[src/rtl/dram_reader_pkg.sv]
// Shared types, AXI constants and 4 KB burst-split helper for the DRAM burst reader.
package dram_reader_pkg;

    typedef enum logic [2:0] {StIdle, StAr1, StR1, StAr2, StR2} state_e;

    localparam logic [2:0]  AXI_SIZE_16B     = 3'b100;
    localparam logic [1:0]  AXI_BURST_INCR   = 2'b01;
    localparam logic [1:0]  AXI_RESP_OKAY    = 2'b00;
    localparam int unsigned BEATS_PER_4K     = 256;
    localparam int unsigned SPLIT_ADDR_WIDTH = 39;

    typedef struct packed {
        logic [7:0]                  arlen1;
        logic                        split;
        logic [SPLIT_ADDR_WIDTH-1:0] addr2;
        logic [7:0]                  arlen2;
    } split_t;

    // total is the beat count (1..256); addr must already be 16 B aligned.
    function automatic split_t split_burst(input logic [SPLIT_ADDR_WIDTH-1:0] addr,
                                           input logic [8:0]                  total);
        split_t     r;
        logic [8:0] room;
        room    = 9'(BEATS_PER_4K) - {1'b0, addr[11:4]};
        // Next 4 KB page start, modulo the address width.
        r.addr2 = (addr | SPLIT_ADDR_WIDTH'(12'hFFF)) + SPLIT_ADDR_WIDTH'(1);
        if (total <= room) begin
            r.split  = 1'b0;
            r.arlen1 = 8'(total - 9'd1);
            r.arlen2 = 8'h00;
        end else begin
            r.split  = 1'b1;
            r.arlen1 = 8'(room - 9'd1);
            r.arlen2 = 8'(total - room - 9'd1);
        end
        return r;
    endfunction

endpackage

[src/rtl/dram_burst_reader_if.sv]
// AXI4 read address/data channel bundle between the burst reader and the HP port.
interface dram_burst_reader_if #(
    parameter int unsigned DRAM_ADDR_WIDTH = 39,
    parameter int unsigned DRAM_DATA_WIDTH = 128
);
    logic [DRAM_ADDR_WIDTH-1:0] m_axi_araddr;
    logic [7:0]                 m_axi_arlen;
    logic [2:0]                 m_axi_arsize;
    logic [1:0]                 m_axi_arburst;
    logic                       m_axi_arvalid;
    logic                       m_axi_arready;
    logic [DRAM_DATA_WIDTH-1:0] m_axi_rdata;
    logic [1:0]                 m_axi_rresp;
    logic                       m_axi_rlast;
    logic                       m_axi_rvalid;
    logic                       m_axi_rready;

    modport master (
        output m_axi_araddr, m_axi_arlen, m_axi_arsize, m_axi_arburst, m_axi_arvalid,
        input  m_axi_arready,
        input  m_axi_rdata, m_axi_rresp, m_axi_rlast, m_axi_rvalid,
        output m_axi_rready
    );

    modport slave (
        input  m_axi_araddr, m_axi_arlen, m_axi_arsize, m_axi_arburst, m_axi_arvalid,
        output m_axi_arready,
        output m_axi_rdata, m_axi_rresp, m_axi_rlast, m_axi_rvalid,
        input  m_axi_rready
    );
endinterface

[src/rtl/dram_burst_reader.sv]
// DRAM read engine: one request becomes one or two AXI4 INCR bursts split at 4 KB,
// with each returned beat forwarded as a registered one-cycle strobe.
module dram_burst_reader
    import dram_reader_pkg::*;
#(
    parameter int unsigned DRAM_ADDR_WIDTH = SPLIT_ADDR_WIDTH,
    parameter int unsigned DRAM_DATA_WIDTH = 128
) (
    input  logic                       clk_pixel,
    input  logic                       dram_reader_reset,
    input  logic                       dram_read_en,
    input  logic [DRAM_ADDR_WIDTH-1:0] dram_read_addr,
    input  logic [7:0]                 dram_read_len,
    output logic [DRAM_DATA_WIDTH-1:0] dram_read_data,
    output logic                       dram_read_data_valid,
    output logic                       dram_read_busy,
    output logic                       dram_read_error,
    output logic                       dram_read_overrun,
    dram_burst_reader_if.master        axi
);

    state_e                     state_q, state_d;
    logic [DRAM_ADDR_WIDTH-1:0] araddr_q, araddr_d, addr2_q, addr2_d;
    logic [7:0]                 arlen_q, arlen_d, arlen2_q, arlen2_d;
    logic                       split_q, split_d;
    logic [8:0]                 cnt_q, cnt_d;
    logic [DRAM_DATA_WIDTH-1:0] data_q, data_d;
    logic                       valid_q, valid_d, err_q, err_d, ovr_q, ovr_d;

    logic [DRAM_ADDR_WIDTH-1:0] req_addr;
    logic [8:0]                 req_total;
    split_t                     sp;
    logic                       in_burst, beat, last_cnt, burst_end;

    assign req_addr  = dram_read_addr & ~DRAM_ADDR_WIDTH'(4'hF);
    assign req_total = {1'b0, dram_read_len} + 9'd1;
    assign sp        = split_burst(req_addr, req_total);

    // Beats outside R1/R2 are strays: handshaken but dropped.
    assign in_burst  = (state_q == StR1) || (state_q == StR2);
    assign beat      = axi.m_axi_rvalid & axi.m_axi_rready & in_burst;
    assign last_cnt  = (cnt_q == 9'd1);
    assign burst_end = beat & (last_cnt | axi.m_axi_rlast);

    always_comb begin
        state_d  = state_q;
        araddr_d = araddr_q;
        arlen_d  = arlen_q;
        addr2_d  = addr2_q;
        arlen2_d = arlen2_q;
        split_d  = split_q;
        cnt_d    = cnt_q;
        data_d   = data_q;
        valid_d  = beat;
        err_d    = err_q | (beat & ((axi.m_axi_rresp != AXI_RESP_OKAY) |
                                    (axi.m_axi_rlast != last_cnt)));
        ovr_d    = ovr_q | (dram_read_en & (state_q != StIdle));

        if (beat) begin
            data_d = axi.m_axi_rdata;
            cnt_d  = cnt_q - 9'd1;
        end

        unique case (state_q)
            StIdle: begin
                if (dram_read_en) begin
                    araddr_d = req_addr;
                    arlen_d  = sp.arlen1;
                    split_d  = sp.split;
                    addr2_d  = sp.addr2;
                    arlen2_d = sp.arlen2;
                    state_d  = StAr1;
                end
            end
            StAr1, StAr2: begin
                if (axi.m_axi_arready) begin
                    cnt_d   = {1'b0, arlen_q} + 9'd1;
                    state_d = (state_q == StAr1) ? StR1 : StR2;
                end
            end
            StR1: begin
                if (burst_end) begin
                    if (split_q) begin
                        araddr_d = addr2_q;
                        arlen_d  = arlen2_q;
                        state_d  = StAr2;
                    end else begin
                        state_d  = StIdle;
                    end
                end
            end
            StR2: begin
                if (burst_end) state_d = StIdle;
            end
            default: state_d = StIdle;
        endcase
    end

    always_ff @(posedge clk_pixel) begin
        if (dram_reader_reset) begin
            state_q  <= StIdle;
            araddr_q <= '0;
            arlen_q  <= '0;
            addr2_q  <= '0;
            arlen2_q <= '0;
            split_q  <= 1'b0;
            cnt_q    <= '0;
            data_q   <= '0;
            valid_q  <= 1'b0;
            err_q    <= 1'b0;
            ovr_q    <= 1'b0;
        end else begin
            state_q  <= state_d;
            araddr_q <= araddr_d;
            arlen_q  <= arlen_d;
            addr2_q  <= addr2_d;
            arlen2_q <= arlen2_d;
            split_q  <= split_d;
            cnt_q    <= cnt_d;
            data_q   <= data_d;
            valid_q  <= valid_d;
            err_q    <= err_d;
            ovr_q    <= ovr_d;
        end
    end

    assign dram_read_data       = data_q;
    assign dram_read_data_valid = valid_q;
    assign dram_read_busy       = (state_q != StIdle);
    assign dram_read_error      = err_q;
    assign dram_read_overrun    = ovr_q;

    assign axi.m_axi_araddr  = araddr_q;
    assign axi.m_axi_arlen   = arlen_q;
    assign axi.m_axi_arsize  = AXI_SIZE_16B;
    assign axi.m_axi_arburst = AXI_BURST_INCR;
    assign axi.m_axi_arvalid = (state_q == StAr1) || (state_q == StAr2);
    assign axi.m_axi_rready  = ~dram_reader_reset;

endmodule

[src/flat_wrapper.sv]
// flat-port wrapper written by rule: the top's interface ports become plain ports
module dram_burst_reader_flat import dram_reader_pkg::*;
#(
    parameter int unsigned DRAM_ADDR_WIDTH = SPLIT_ADDR_WIDTH,
    parameter int unsigned DRAM_DATA_WIDTH = 128
)
  (clk_pixel, dram_reader_reset, dram_read_en, dram_read_addr, dram_read_len, dram_read_data, dram_read_data_valid, dram_read_busy, dram_read_error, dram_read_overrun, axi_m_axi_araddr, axi_m_axi_arlen, axi_m_axi_arsize, axi_m_axi_arburst, axi_m_axi_arvalid, axi_m_axi_arready, axi_m_axi_rdata, axi_m_axi_rresp, axi_m_axi_rlast, axi_m_axi_rvalid, axi_m_axi_rready);
  dram_burst_reader_if #(.DRAM_ADDR_WIDTH(DRAM_ADDR_WIDTH), .DRAM_DATA_WIDTH(DRAM_DATA_WIDTH)) axi_i ();
  input  logic clk_pixel;
  input  logic dram_reader_reset;
  input  logic dram_read_en;
  input  logic [DRAM_ADDR_WIDTH-1:0] dram_read_addr;
  input  logic [7:0] dram_read_len;
  output logic [DRAM_DATA_WIDTH-1:0] dram_read_data;
  output logic dram_read_data_valid;
  output logic dram_read_busy;
  output logic dram_read_error;
  output logic dram_read_overrun;
  output wire logic [$bits(axi_i.m_axi_araddr)-1:0] axi_m_axi_araddr;
  output wire logic [$bits(axi_i.m_axi_arlen)-1:0] axi_m_axi_arlen;
  output wire logic [$bits(axi_i.m_axi_arsize)-1:0] axi_m_axi_arsize;
  output wire logic [$bits(axi_i.m_axi_arburst)-1:0] axi_m_axi_arburst;
  output wire logic [$bits(axi_i.m_axi_arvalid)-1:0] axi_m_axi_arvalid;
  input wire logic [$bits(axi_i.m_axi_arready)-1:0] axi_m_axi_arready;
  input wire logic [$bits(axi_i.m_axi_rdata)-1:0] axi_m_axi_rdata;
  input wire logic [$bits(axi_i.m_axi_rresp)-1:0] axi_m_axi_rresp;
  input wire logic [$bits(axi_i.m_axi_rlast)-1:0] axi_m_axi_rlast;
  input wire logic [$bits(axi_i.m_axi_rvalid)-1:0] axi_m_axi_rvalid;
  output wire logic [$bits(axi_i.m_axi_rready)-1:0] axi_m_axi_rready;
  assign axi_m_axi_araddr = axi_i.m_axi_araddr;
  assign axi_m_axi_arlen = axi_i.m_axi_arlen;
  assign axi_m_axi_arsize = axi_i.m_axi_arsize;
  assign axi_m_axi_arburst = axi_i.m_axi_arburst;
  assign axi_m_axi_arvalid = axi_i.m_axi_arvalid;
  assign axi_i.m_axi_arready = axi_m_axi_arready;
  assign axi_i.m_axi_rdata = axi_m_axi_rdata;
  assign axi_i.m_axi_rresp = axi_m_axi_rresp;
  assign axi_i.m_axi_rlast = axi_m_axi_rlast;
  assign axi_i.m_axi_rvalid = axi_m_axi_rvalid;
  assign axi_m_axi_rready = axi_i.m_axi_rready;
  dram_burst_reader #(.DRAM_ADDR_WIDTH(DRAM_ADDR_WIDTH), .DRAM_DATA_WIDTH(DRAM_DATA_WIDTH)) u_core (.clk_pixel(clk_pixel), .dram_reader_reset(dram_reader_reset), .dram_read_en(dram_read_en), .dram_read_addr(dram_read_addr), .dram_read_len(dram_read_len), .dram_read_data(dram_read_data), .dram_read_data_valid(dram_read_data_valid), .dram_read_busy(dram_read_busy), .dram_read_error(dram_read_error), .dram_read_overrun(dram_read_overrun), .axi(axi_i));
endmodule
[config.mk]
export PLATFORM = sky130hd
export DESIGN_NAME = dram_burst_reader_flat
export DESIGN_NICKNAME = d
export VERILOG_FILES = /design/src/rtl/dram_reader_pkg.sv /design/src/rtl/dram_burst_reader_if.sv /design/src/rtl/dram_burst_reader.sv /design/src/flat_wrapper.sv
export SDC_FILE = /design/constraint.sdc
export NUM_CORES = 1
export LEC_CHECK = 0
export ABC_AREA = 1
export CORE_ASPECT_RATIO = 0.7
export CORE_MARGIN = 5
export CORE_UTILIZATION = 26
export CTS_CLUSTER_SIZE = 30
export DETAILED_ROUTE_END_ITERATION = 12
export PLACE_DENSITY_LB_ADDON = 0.2
export SYNTH_ARGS = -nofsm -noshare
export SYNTH_HDL_FRONTEND = slang
export SYNTH_SLANG_ARGS = --single-unit
[constraint.sdc]
create_clock -name clk_pixel -period 3.3 [get_ports clk_pixel]
set_input_delay 0.495 -clock clk_pixel [delete_from_list [all_inputs] [get_ports clk_pixel]]
set_output_delay 0.495 -clock clk_pixel [all_outputs]
set_load 0.02 [all_outputs]
==> results.cfg <==
[setup_path]
r2r_end = u_core.axi.m_axi_arlen[7]
end_kind = flop
worst_ep_required_time_ps = 3700
criticalPathCategory = input port to flop
crit_fanout = 4
startpoint_type = input port
r2r_slack_ps = 490
arrival_ps = 3500
worstRegToRegCells = 12
reg2reg_from = u_core.cnt_q[5]

[logic_synthesis]
ys_async_sr_fraction_pct = 0
yosysTopAreaCellShare_pct = 43.9
synthesis.area_sq_um = 10100
ys_dominant_reg_cell = dfxtp_1
synth.avg_cell_area_sq_um = 7.34
ys_top_cells_by_area = dfxtp_1 44%, nand2_1 13%, a21oi_1 7.7%, o21ai_0 4.8%, inv_1 4.4%
synthCells = 1377
synth_seq_cells = 222
ys_seq_area_share_pct = 43.9
synth_cell_types = 50
yosys.area.top_type = dfxtp_1
synth_edf_count = 0
yosysWarnings = 0

[global_route]
grt_pass1_vias = 9949
grt.overflow.total = 0
grt_pass1_wl_mm = 55.5
antenna_found_initial = 2
grtUsageTotal_pct = 15.8
grt_max_degree = 90

[clock_tree]
cts-htree-levels = 1
clock_latency_ps = 550
cts_tree = yes
cts.hold.buffers_added = 0
cts-root-buf = clkbuf_16
postCtsSetupRepairBufs = 0
clockBufferDepth = 3
clkSlewWorstSetupHoldPaths_ps = 60
ctsResizeCount = 0
numCtsBuffers = 25
cts.sinks = 222

[cells_and_area]
final_cell_area_sq_um = 15500
layout-drive-gt1-share_pct = 10.5
nets = 1954
fin_cells = 2301
area_delta_synth_final_pct = 53.0
fillers = 3941

[placement]
io_buffers = 355
place_area_sq_um = 14600
placed_cells = 2254
place.gp.congestion = 0.829
dp_hpwl_mm = 25.7

[detailed_routing]
drtIter0Drc = 473
dr.pass1.iters = 5
wire_per_inst_um = 15.5
wirelength_mm = 35.6
vias = 10000
routed_via_density = 4.36
drc = 0
ant_nets = 0

[sta]
slew_violations = 0
finalClockSkew_ps = 14.4
rsz0062_at_grt = true
hold_viol_final = 0
fmax_mhz = 322
period_share_pct = 94.0
period_needed_ps = 3100
slew_headroom_pct = 34.4
setup_viol = 0
worstMarginPinSlew_ps = 983

[run]
max_cap_violations = 0

[die]
dieArea_sq_um = 43000
start_util_pct = 26.3
die_width_um = 246
ios = 369
dieHeight_um = 175
coreArea_sq_um = 38400
rows = 60

[min_path]
min_from = dram_reader_reset
whs_path_depth = 2
min_to = u_core.dram_read_overrun
hold_class = input port to flop

[power]
leakage_nw = 6.08
p_per_area_nw_per_um2 = 692
ir_worst_vdd_uv = 468

[status]
outcome = complete, no violations
[through the flow]
| stage | power (mW) | TNS [ps] | utilization (%) | hold slack [ps] | worst slack [ps] |
|---|---|---|---|---|---|
| 6_report | 10.7 | 0 | 40.2 | 350 | 197 |
| 5_1_grt | 11.4 | -1.85 | 40.2 | 347 | -1.85 |
| 4_1_cts | 10.9 | 0 | 40.2 | 323 | 184 |
| 3_5_place_dp | 7.82 | -2230 | 37.9 | 440 | -375 |
| 3_3_place_gp | 7.79 | -1660 | 37.9 | 437 | -313 |
| 2_1_floorplan | 5.98 | 0 | - | 424 | 175 |
[flip-flops by register name (all words and copies together), names as in the netlist, 3 cells and up]
name,count
u_core.axi.m_axi_araddr,35
u_core.addr2_q,27
u_core.dram_read_data,128
u_core.state_q,3
u_core.cnt_q,9
u_core.axi.m_axi_arlen,8
u_core.arlen2_q,8
[logic make-up after synthesis]
group	after synthesis	share of synthesized area [%]
AO/OA/AOI/OAI	314	16.7
XOR/XNOR	38	3.29
adder cells (fa/ha/maj)	17	2.18
buffers and inverters	212	8.41
flip-flops	222	43.9
other	2	0.0743
AND/OR/NAND/NOR	572	25.4
[layer usage]
layer	share of wire (%)	GRT usage, %	up-vias
li1	-	-	5183
met1	46	21.4	4575
met2	45	24.6	218
met3	6.7	4.74	54
met4	2.4	3.95	0
met5	0	0	-
[critical path, cell delays in order]
cell             delay (ps)
clkdlybuf4s50_1         480
inv_1                    70
ha_1                    240
nand2_1                  90
xor2_1                  150
inv_1                    80
ha_1                    320
nand2_1                 100
nor4b_2                 400
nand3_4                 160
nand2_8                 110
nand2_2                  60
nand2_4                  60
ha_2                    200
nand2_4                  70
nor2_4                  120
nand2_1                  50
nand2_1                  50
nand3_1                  60
nand2_1                 100
a21oi_2                  50
[cell usage after synthesis, drive strengths merged, types with 3 or more instances]
cell / number
o21ai: 107
dfxtp: 222
o211ai: 3
nand3: 40
buf: 24
clkbuf: 60
nor4: 4
nand4: 14
ha: 16
nor2: 122
inv: 126
nor3: 13
or2: 7
a31oi: 32
a21oi: 160
nand2: 368
xor2: 26
xnor2: 12
a211oi: 3
[worst max path at each step]
stage / start / end / slack (ps) / cells after the start
after floorplan: dram_read_addr[4] / u_core.axi.m_axi_arlen[6] / 170 / 20
after global placement: dram_read_addr[4] / u_core.axi.m_axi_arlen[6] / -310 / 21
after detailed placement: dram_read_addr[4] / u_core.axi.m_axi_arlen[6] / -370 / 21
after CTS: dram_read_addr[4] / u_core.axi.m_axi_arlen[6] / 180 / 21
after global routing: dram_read_addr[5] / u_core.axi.m_axi_arlen[7] / -2 / 21
final: dram_read_addr[4] / u_core.axi.m_axi_arlen[6] / 200 / 21
[area by class of cell]
class / count / area (sq um) / area share [%]
tap: 527 / 659 / 4.26
multi-input combinational: 950 / 4860 / 31.4
antenna: 1 / 2.50 / 0.0162
inverter: 128 / 480 / 3.11
clock buffer: 41 / 786 / 5.08
sequential: 222 / 4440 / 28.7
clock inverter: 5 / 92.6 / 0.599
timing repair buffer: 427 / 4140 / 26.8
[layout by cell type, fill, tap and decap left out, drive strengths merged, types with 2 or more instances in the layout]
cell	count
a211oi	3
nand3	40
nor2	122
buf	73
or2	7
bufinv	2
o211ai	3
o31ai	2
clkinv	2
a21oi	160
clkbuf	41
conb	9
xor2	26
nor3	13
a31oi	32
dfxtp	222
o21ai	107
nor4	4
nand2	368
nand4	14
inv	128
clkdlybuf4s50	354
o21bai	2
xnor2	12
ha	16
[power by group]
part | internal, mW | leakage [nW] | switching, mW
sequential | 3.22 | 1.81 | 0.314
clock | 1.79 | 0.429 | 1.18
combinational | 1.69 | 3.84 | 2.51
total | 6.70 | 6.08 | 4.00
Note: power is estimated with default switching activity, not from simulation.
==> RTL change: new RTL, same flow settings <==
Put one more register stage on the output `dram_read_error`. The value now appears one clock later. The other outputs are not delayed to match.
--- a/src/rtl/dram_burst_reader.sv
+++ b/src/rtl/dram_burst_reader.sv
@@ -129,3 +129,9 @@
     assign dram_read_busy       = (state_q != StIdle);
-    assign dram_read_error      = err_q;
+    always_ff @(posedge clk_pixel) begin
+        if (dram_reader_reset) begin
+            dram_read_error <= '0;
+        end else begin
+            dram_read_error <= err_q;
+        end
+    end
     assign dram_read_overrun    = ovr_q;
Formal check against the unedited RTL: not equivalent (a bounded check fails within 4 cycles, from zero or initial values and one cycle with dram_reader_reset high).
==> RTL change against the unedited design <==
Maximum frequency grew 3.3%; synthesized area shrank 1.2%; total power grew 2.1%; worst hold slack better by 0.028 ns; routed wire length down 3.6%; worst setup slack improved by 0.099 ns; non-clock buffer count down 8; sequential power rose by 5%; register-to-register slack improved by 0.28 ns; cell count is 2.1% lower; first-iteration DRC count shrank 12%; critical path depth is 1 higher; largest power group unchanged; design area shrank 1.8%; sequential cell count grew 1; largest cell class unchanged.
==> RTL change: results (changes against the unedited design) <==
Status
  • Status: complete, no violations

Placement
  • HPWL Detailed: 24.9 mm (-3.1%)
  • Dpl cells: 2,208 (-2.0%)
  • Final RePlAce weighted congestion: 0.874 (+5.3%)

Cells and area
  • Layout cells sized above 1: 0.0905 (-0.0144)
  • Net count, final: 1,939 (-0.77%)
  • Final cell count without fillers: 2,253 (-2.1%)

Worst setup path
  • R2R Setup Slk: 0.77 ns (+0.28 ns)
  • Crit path arrival time: 3.40 ns (-0.10 ns)

Logic synthesis
  • Cell variety after synth: 45 (-10%)
  • Commonest cells in the netlist: nand2_1 (354), dfxtp_1 (223), a21oi_1 (150), nor2_1 (123), inv_1 (114)
  • Register area share after synthesis: 0.447 (+0.00712)
  • Mapped Cells: 1,372 (-0.36%)
  • Dominant cells by area after synthesis: dfxtp_1 (45%), nand2_1 (13%), a21oi_1 (7.5%), o21ai_0 (5.0%), nor2_1 (4.6%)

Global routing
  • First-pass GRT wire length: 53.7 mm (-3.3%)
  • Initial antenna violation count: 3 (+1)
  • GRT Util Overall: 0.153 (-0.00433)
  • Largest net degree at the start of global routing: 74 (-18%)
  • Vias in the first global route: 9,400 (-5.5%)

Drt
  • First-pass DRT Iterations: 5 (unchanged)
  • Vias post-DR: 9,841 (-1.9%)
  • WL/cell: 15.2 um (-1.5%)

Pwr
  • Net Sw Frac: 0.380 (+0.00591)
  • VDD IR max: 0.513 mV (+9.5%)
  • P_leak: 6.00 nW (-1.2%)

CTS
  • Worst skew pair latency: 0.53 ns (-0.02 ns)

Timing
  • Tightest Pin Transition: 0.769 ns (-0.214 ns)
  • Skew final: 0.0293 ns (+0.0150 ns)
==> RTL change: cells by family after synthesis <==
family,after synthesis,synth area share
simple gates,577,0.246
compound gates,300,0.160
flops,223,0.447
buf+inv,205,0.0824
xor+xnor,48,0.0421
fa+ha+maj,17,0.0220
other cells,2,0.000751
==> RTL change: stage by stage <==
stage / setup slack (ns) / total power, mW
5_1_grt: 0.0271 / 11.7
6_report: 0.296 / 10.9
4_1_cts: 0.250 / 11.1
2_1_floorplan: 0.260 / 6.26
3_5_place_dp: -0.306 / 8.19
3_3_place_gp: -0.277 / 8.16
==> RTL change: routing by layer <==
metal | global-route usage | up-vias | part of all wire
li1 | - | 5135 | -
met1 | 0.215 | 4434 | 0.48
met2 | 0.238 | 215 | 0.44
met3 | 0.0398 | 53 | 0.057
met4 | 0.0338 | 4 | 0.024
met5 | 0 | - | 0.0012
==> RTL change: path summary, 6_finish.rpt <==
kind | start | endpoint | cells after the start
min reg2reg | u_core.err_q | u_core.dram_read_error | 2
max reg2reg | u_core.cnt_q[6] | u_core.axi.m_axi_arlen[2] | 9
max | dram_read_len[1] | u_core.axi.m_axi_arlen[6] | 22
min | dram_reader_reset | u_core.err_q | 4
==> RTL change: power by group through the flow <==
stage                     clock, mW  sequential, mW  combinational (mW)
after global routing           3.08            3.79                4.84
after detailed placement          0            3.75                4.43
final                          2.84            3.70                4.39
after global placement            0            3.74                4.42
after floorplan                   0            4.22                2.04
after CTS                      2.96            3.71                4.45
==> RTL change: area by class of cell <==
type / instances / area, sq um
Clock buffer: 37 / 741
Antenna cell: 1 / 2.50
Fill cell: 3941 / 23000
Multi-Input combinational cell: 951 / 4790
Clock inverter: 7 / 93.8
Tap cell: 496 / 621
Timing Repair Buffer: 419 / 4030
Sequential cell: 223 / 4460
Inverter: 119 / 447
==> RTL change: worst max-delay path: cells and delay by family <==
family                     cells  cell delay, ns
and+or+nand+nor               14            1.12
adders and majority gates      3            0.67
buffers and inverters          1            0.48
xor gates and xnor gates       1            0.34
AOI/OAI and AO/OA              3            0.31
